$ cat src/rtl/pulpemu_rst_pkg.sv
// Shared types and default constants for the pulpemu reset sequencer.
// Optional feature macro: PULPEMU_RST_CAUSE_EN (sticky reset-cause register).
package pulpemu_rst_pkg;

  // Sequencer FSM states
  typedef enum logic [1:0] {
    RESET    = 2'd0,
    DEBOUNCE = 2'd1,
    RELEASE  = 2'd2,
    RUN      = 2'd3
  } rst_state_e;

  // Default parameter values
  localparam int unsigned DEF_NUM_SRC         = 32'd2;
  localparam int unsigned DEF_SYNC_STAGES     = 32'd2;
  localparam int unsigned DEF_DEBOUNCE_CYCLES = 32'd1024;
  localparam int unsigned DEF_NUM_DOMAINS     = 32'd3;
  localparam int unsigned DEF_RELEASE_GAP     = 32'd16;

  // Larger of two unsigned values, used to size the shared counter
  function automatic int unsigned max_u(input int unsigned a, input int unsigned b);
    int unsigned r;
    if (a > b) begin
      r = a;
    end else begin
      r = b;
    end
    return r;
  endfunction

endpackage

$ cat src/rtl/pulpemu_rst_sync.sv
// One-bit multi-stage synchroniser for a raw asynchronous reset source.
// The chain resets to RST_VAL so the source reads as asserted until the
// first clean samples have propagated through all stages.
module pulpemu_rst_sync #(
  parameter int unsigned STAGES  = 32'd2,
  parameter logic        RST_VAL = 1'b1
) (
  input  logic clk_i,
  input  logic rst_ni,
  input  logic d_i,
  output logic q_o
);

  logic [STAGES-1:0] sync_q;

  // Shift the raw input through the synchroniser chain
  always_ff @(posedge clk_i or negedge rst_ni) begin
    if (!rst_ni) begin
      sync_q <= {STAGES{RST_VAL}};
    end else begin
      sync_q <= {sync_q[STAGES-2:0], d_i};
    end
  end

  assign q_o = sync_q[STAGES-1];

endmodule

$ cat src/rtl/pulpemu_rst_seq.sv
// Reset sequencer for the FPGA emulation top: synchronises NUM_SRC raw reset
// sources, debounces their release and then releases NUM_DOMAINS active-low
// domain resets one after another, RELEASE_GAP cycles apart. Any active source
// re-asserts every domain at once.
// Optional feature macro: PULPEMU_RST_CAUSE_EN -- when defined, rst_cause_o is a
// sticky record of the sources that pulled the sequencer back into RESET;
// otherwise it is tied to zero and clear_cause_i is ignored.
module pulpemu_rst_seq
  import pulpemu_rst_pkg::*;
#(
  parameter int unsigned          NUM_SRC         = DEF_NUM_SRC,
  parameter logic [NUM_SRC-1:0]   SRC_ACTIVE_LOW  = 2'b01,
  parameter int unsigned          SYNC_STAGES     = DEF_SYNC_STAGES,
  parameter int unsigned          DEBOUNCE_CYCLES = DEF_DEBOUNCE_CYCLES,
  parameter int unsigned          NUM_DOMAINS     = DEF_NUM_DOMAINS,
  parameter int unsigned          RELEASE_GAP     = DEF_RELEASE_GAP
) (
  input  logic                   clk_i,
  input  logic                   rst_ni,
  input  logic [NUM_SRC-1:0]     rst_src_i,
  input  logic                   test_mode_i,
  input  logic                   clear_cause_i,
  output logic [NUM_DOMAINS-1:0] rst_n_o,
  output logic                   rst_done_o,
  output logic [NUM_SRC-1:0]     rst_cause_o
);

  localparam int unsigned CNT_W = $clog2(max_u(DEBOUNCE_CYCLES, RELEASE_GAP) + 32'd1);
  localparam int unsigned IDX_W = (NUM_DOMAINS > 32'd1) ? $clog2(NUM_DOMAINS) : 32'd1;
  localparam int unsigned IDX_LAST_I = (NUM_DOMAINS > 32'd1) ? (NUM_DOMAINS - 32'd2) : 32'd0;

  localparam logic [CNT_W-1:0] DEB_LAST = CNT_W'(DEBOUNCE_CYCLES - 32'd1);
  localparam logic [CNT_W-1:0] GAP_LAST = CNT_W'(RELEASE_GAP - 32'd1);
  localparam logic [IDX_W-1:0] IDX_LAST = IDX_W'(IDX_LAST_I);

  logic [NUM_SRC-1:0] src_sync_s;
  logic [NUM_SRC-1:0] src_act_s;
  logic               any_act_s;

  rst_state_e             state_q;
  logic [CNT_W-1:0]       cnt_q;
  logic [IDX_W-1:0]       idx_q;
  logic [NUM_DOMAINS-1:0] rst_n_q;
  logic                   done_q;

  // Per-source synchroniser; flops power up holding the asserted level
  for (genvar i = 0; i < NUM_SRC; i++) begin : g_src
    pulpemu_rst_sync #(
      .STAGES  (SYNC_STAGES),
      .RST_VAL (~SRC_ACTIVE_LOW[i])
    ) u_sync (
      .clk_i  (clk_i),
      .rst_ni (rst_ni),
      .d_i    (rst_src_i[i]),
      .q_o    (src_sync_s[i])
    );
    assign src_act_s[i] = SRC_ACTIVE_LOW[i] ? ~src_sync_s[i] : src_sync_s[i];
  end

  assign any_act_s = |src_act_s;

  // Sequencer FSM: debounce, staged release, immediate re-assert on any source
  always_ff @(posedge clk_i or negedge rst_ni) begin
    if (!rst_ni) begin
      state_q <= RESET;
      cnt_q   <= '0;
      idx_q   <= '0;
      rst_n_q <= '0;
      done_q  <= 1'b0;
    end else begin
      case (state_q)
        RESET: begin
          cnt_q   <= '0;
          idx_q   <= '0;
          rst_n_q <= '0;
          done_q  <= 1'b0;
          if (!any_act_s) begin
            state_q <= DEBOUNCE;
          end else begin
            state_q <= RESET;
          end
        end
        DEBOUNCE: begin
          if (any_act_s) begin
            state_q <= RESET;
            cnt_q   <= '0;
            idx_q   <= '0;
            rst_n_q <= '0;
            done_q  <= 1'b0;
          end else if (cnt_q == DEB_LAST) begin
            cnt_q   <= '0;
            idx_q   <= '0;
            rst_n_q <= NUM_DOMAINS'(1'b1);
            if (NUM_DOMAINS == 32'd1) begin
              state_q <= RUN;
              done_q  <= 1'b1;
            end else begin
              state_q <= RELEASE;
              done_q  <= 1'b0;
            end
          end else begin
            cnt_q <= cnt_q + CNT_W'(1);
          end
        end
        RELEASE: begin
          if (any_act_s) begin
            state_q <= RESET;
            cnt_q   <= '0;
            idx_q   <= '0;
            rst_n_q <= '0;
            done_q  <= 1'b0;
          end else if (cnt_q == GAP_LAST) begin
            cnt_q <= '0;
            idx_q <= idx_q + IDX_W'(1);
            for (int k = 0; k < int'(NUM_DOMAINS); k++) begin
              if (k == int'(idx_q) + 1) begin
                rst_n_q[k] <= 1'b1;
              end
            end
            if (idx_q == IDX_LAST) begin
              state_q <= RUN;
              done_q  <= 1'b1;
            end else begin
              state_q <= RELEASE;
            end
          end else begin
            cnt_q <= cnt_q + CNT_W'(1);
          end
        end
        RUN: begin
          if (any_act_s) begin
            state_q <= RESET;
            cnt_q   <= '0;
            idx_q   <= '0;
            rst_n_q <= '0;
            done_q  <= 1'b0;
          end else begin
            state_q <= RUN;
          end
        end
        default: begin
          state_q <= RESET;
          cnt_q   <= '0;
          idx_q   <= '0;
          rst_n_q <= '0;
          done_q  <= 1'b0;
        end
      endcase
    end
  end

`ifdef PULPEMU_RST_CAUSE_EN
  logic [NUM_SRC-1:0] cause_q;
  logic               capture_s;

  // Every live state falls back to RESET exactly when a source is active
  assign capture_s = (state_q != RESET) && any_act_s;

  // Sticky cause record; a capture on the same edge overrides a clear
  always_ff @(posedge clk_i or negedge rst_ni) begin
    if (!rst_ni) begin
      cause_q <= '0;
    end else if (capture_s) begin
      cause_q <= cause_q | src_act_s;
    end else if (clear_cause_i) begin
      cause_q <= '0;
    end else begin
      cause_q <= cause_q;
    end
  end

  assign rst_cause_o = cause_q;
`else
  logic unused_clear_cause_s;
  assign unused_clear_cause_s = clear_cause_i;
  assign rst_cause_o = '0;
`endif

  // DFT bypass hands the power-on reset straight to every domain
  assign rst_n_o    = test_mode_i ? {NUM_DOMAINS{rst_ni}} : rst_n_q;
  assign rst_done_o = test_mode_i ? rst_ni : done_q;

endmodule
$ cat config.mk
export PLATFORM = sky130hd
export DESIGN_NAME = pulpemu_rst_seq
export DESIGN_NICKNAME = d
export VERILOG_FILES = /design/src/rtl/pulpemu_rst_pkg.sv /design/src/rtl/pulpemu_rst_sync.sv /design/src/rtl/pulpemu_rst_seq.sv
export SDC_FILE = /design/constraint.sdc
export NUM_CORES = 1
export LEC_CHECK = 0
export ABC_AREA = 0
export BUFFER_PORTS_ARGS = -buffer_cell sky130_fd_sc_hd__buf_2
export CAP_MARGIN = 10
export CORE_AREA = 2 2 51 53
export CTS_CLUSTER_DIAMETER = 60
export CTS_CLUSTER_SIZE = 10
export DETAILED_ROUTE_END_ITERATION = 10
export DIE_AREA = 0 0 53 55
export PLACE_DENSITY_LB_ADDON = 0.3
export SLEW_MARGIN = 10
export SYNTH_ARGS = -nofsm -noshare
export SYNTH_HDL_FRONTEND = slang
export SYNTH_SLANG_ARGS = --single-unit
$ cat constraint.sdc
create_clock -name clk_i -period 2.6 [get_ports clk_i]
set_input_delay 0.26 -clock clk_i [delete_from_list [all_inputs] [get_ports clk_i]]
set_output_delay 0.26 -clock clk_i [all_outputs]
set_load 0.005 [all_outputs]
==> metrics <==
Final ANT Viol Nets=0; antenna cells=0; skew final=0.002376 ns; first-pass GRT wire length=4.540 mm; Net Switching=0.1356 mW; Root Driver=clkbuf_4; # H-tree levels=1; Hold Slack=between 0.03 and 0.04 ns; fill cell count=197; post-DR wirelength/cell=14.79 microns; Initial Util=0.5926; clk_lat worst skew=0.30 ns; placer congestion estimate=0.8667; EDFF count, synth=0; yosys warns=0; Mapped Avg Cell Area=around 9.9 sq um; fin crit period=2.053 ns; initial antenna violation count=0; worst IR drop on VDD=0.0003863 V; fin crit share=0.7896; Synth Flop Type=dfrtp_1; I/O Pins=12; TritonCTS clock tree=yes; Pre-Repair DR Iteration Count=4; CORE AREA=~0.0024 sq mm; via count=1106; share of the yosys chip area belonging to registers=0.4125; setup TNS=0 ns; Final Hold Viols=0; Area contributors post-synth=dfrtp_1 (38%), ha_1 (7.1%), o21ai_0 (4.3%); Pwr Total=around 0.57 mW; commonest non-fill, non-tap cell in the layout=dfrtp_1; Synth top area share=0.3750; Nets=165; Setup violations, final=0; pin count of the biggest net entering global routing=25; Residual DRC=0; Leakage Power=around 0.7 nW; asr flop ratio synth=1.000; cell-internal power=about 0.44 mW; die width=about 53 microns; clock buffer depth=2; post-synth cell types=49; proportion of layout cells with a drive suffix above 1=0.1667; slew margin rel.=0.5521; clock-pin slew on the worst setup and hold paths=0.13 ns; share of total power in combinational logic=0.066; worst slew pin tran=0.6718 ns; GRT Overall Usage=0.2169; Detailed Place HPWL=~2 mm; IO Port Bufs=8; CTS resizes=0; Seq pwr share=0.642; Area Overhead vs Synth=5.893%; RSZ-0062 raised after global routing=false; routed vias/inst=6.144; die area=0.002915 sq mm; Pwr Density=386.1 mW/mm^2; part of the power in the clock network=0.292; Final Max Tran Viols=0; most frequent cells in the layout=dfrtp_1 (21), nand2_1 (13), o21ai_0 (12); Crit Path Max Fanout=10; critical path required time=approximately 2.8 ns; crit start category=flop; clock sink total=23; Yosys reg bits=23; CTS Buf Count=3; synthesized area=0.001401 sq mm; area leader, netlist=dfrtp_1; drt initial violations=6; Rows=18; WL final=2.662 mm; max-cap violations=0; synthesized instance count=around 140; Worst Hold Class=primary input to flop; grt ovf=0; FMAX=0.4871 GHz; vias in the first global route=1012; Setup crit end kind=flop; status=finished clean; critical path arrival=2.26 ns; switching share of power=0.2366; Die Span Y=55 microns; Crit Path Class=flop to flop
## routing by layer
metal / routed length (microns) / part of all wire / track usage / vias to the layer above
li1: - / - / - / 534
met1: 1209 / 0.45 / 0.2713 / 546
met2: 1319 / 0.50 / 0.3688 / 22
met3: 88 / 0.033 / 0.03226 / 4
met4: 44 / 0.017 / 0.1068 / 0
met5: 0 / 0 / 0 / -
## path summary, 6_finish.rpt
check / start / endpoint / slack [ns] / cells past startpoint
min in group asynchronous: rst_ni / done_q / 0.45 / 2
min reg2reg: g_src[1].u_sync.sync_q[0] / g_src[1].u_sync.sync_q[1] / 0.37 / 0
max reg2reg: cnt_q[0] / cnt_q[3] / 0.55 / 6
max in group asynchronous: rst_ni / g_src[1].u_sync.sync_q[1] / 1.79 / 2
min: rst_src_i[1] / g_src[1].u_sync.sync_q[0] / 0.04 / 1
max: cnt_q[0] / cnt_q[3] / 0.55 / 6
## synth_stat cells, types with 2 or more instances
cell      number
a211o_1        3
a211oi_1       2
a21o_1         3
a21oi_1        5
and3b_1        3
buf_4          2
dfrtp_1       21
dfstp_2        2
ha_1           8
inv_1          9
nand2_1       13
nand3_1        7
nand3b_1       2
nand4_1        2
nor2_1        10
nor3_1         4
nor4_1         2
o21ai_0       12
## power groups by stage
| stage | Clock (mW) | Combinational, mW | Sequential (mW) |
|---|---|---|---|
| 6_report | 0.167 | 0.0377 | 0.368 |
| 5_1_grt | 0.183 | 0.0435 | 0.369 |
| 4_1_cts | 0.170 | 0.0381 | 0.368 |
| 3_5_place_dp | 0 | 0.0370 | 0.375 |
| 3_3_place_gp | 0 | 0.0353 | 0.374 |
| 2_1_floorplan | 0 | 0.0218 | 0.374 |
## cell type report
type / instances / area (sq um) / share of cell area
multi-input cells: 105 / 758.2 / 0.5110
flip-flops and latches: 23 / 578.1 / 0.3895
repair buffers: 9 / 50.05 / 0.03373
well taps: 30 / 37.54 / 0.02530
inverters: 9 / 33.78 / 0.02277
clock buffers: 4 / 26.28 / 0.01771
## worst max-delay path, cell delays in order, from the launching register on
cell	delay (ns)
dfrtp_1	0.44
ha_1	0.22
and3_1	0.36
a31oi_2	0.21
o221ai_4	0.34
nor4_1	0.10
a211o_1	0.29
## per-stage QoR
stage | instance area, sq um | worst slack [ns] | util | std cells
6_report | 1484 | 0.5469 | 0.6275 | 180
5_1_grt | 1484 | 0.4255 | 0.6275 | 180
4_1_cts | 1484 | 0.5661 | 0.6275 | 180
3_5_place_dp | 1448 | 0.5962 | 0.6122 | 175
3_3_place_gp | 1448 | 0.6596 | 0.6122 | 175
2_1_floorplan | 1405 | 0.8629 | - | 142
## repair_timing
action / 4_1_cts / 5_1_grt
buffers inserted: 0 / 0
hold buffers: 1 / 0
endpoints found under the hold margin: 21 / 0
## registers in the layout, summed over array words and instances (netlist names)
signal	cells
cnt_q	11
g_src.u_sync.sync_q	4
rst_n_q	3
idx_q	2
state_q	2
done_q	1
## cells by family after synthesis
kind of cell | count (synthesis) | synth area share
buffers and inverters | 14 | 0.04910
DFF | 23 | 0.4125
adders and majority gates | 8 | 0.07143
and+or+nand+nor | 56 | 0.2509
muxes | 1 | 0.007143
other | 1 | 0.002676
AOI/OAI and AO/OA | 38 | 0.2063
Note: power is estimated with default switching activity, not from simulation.
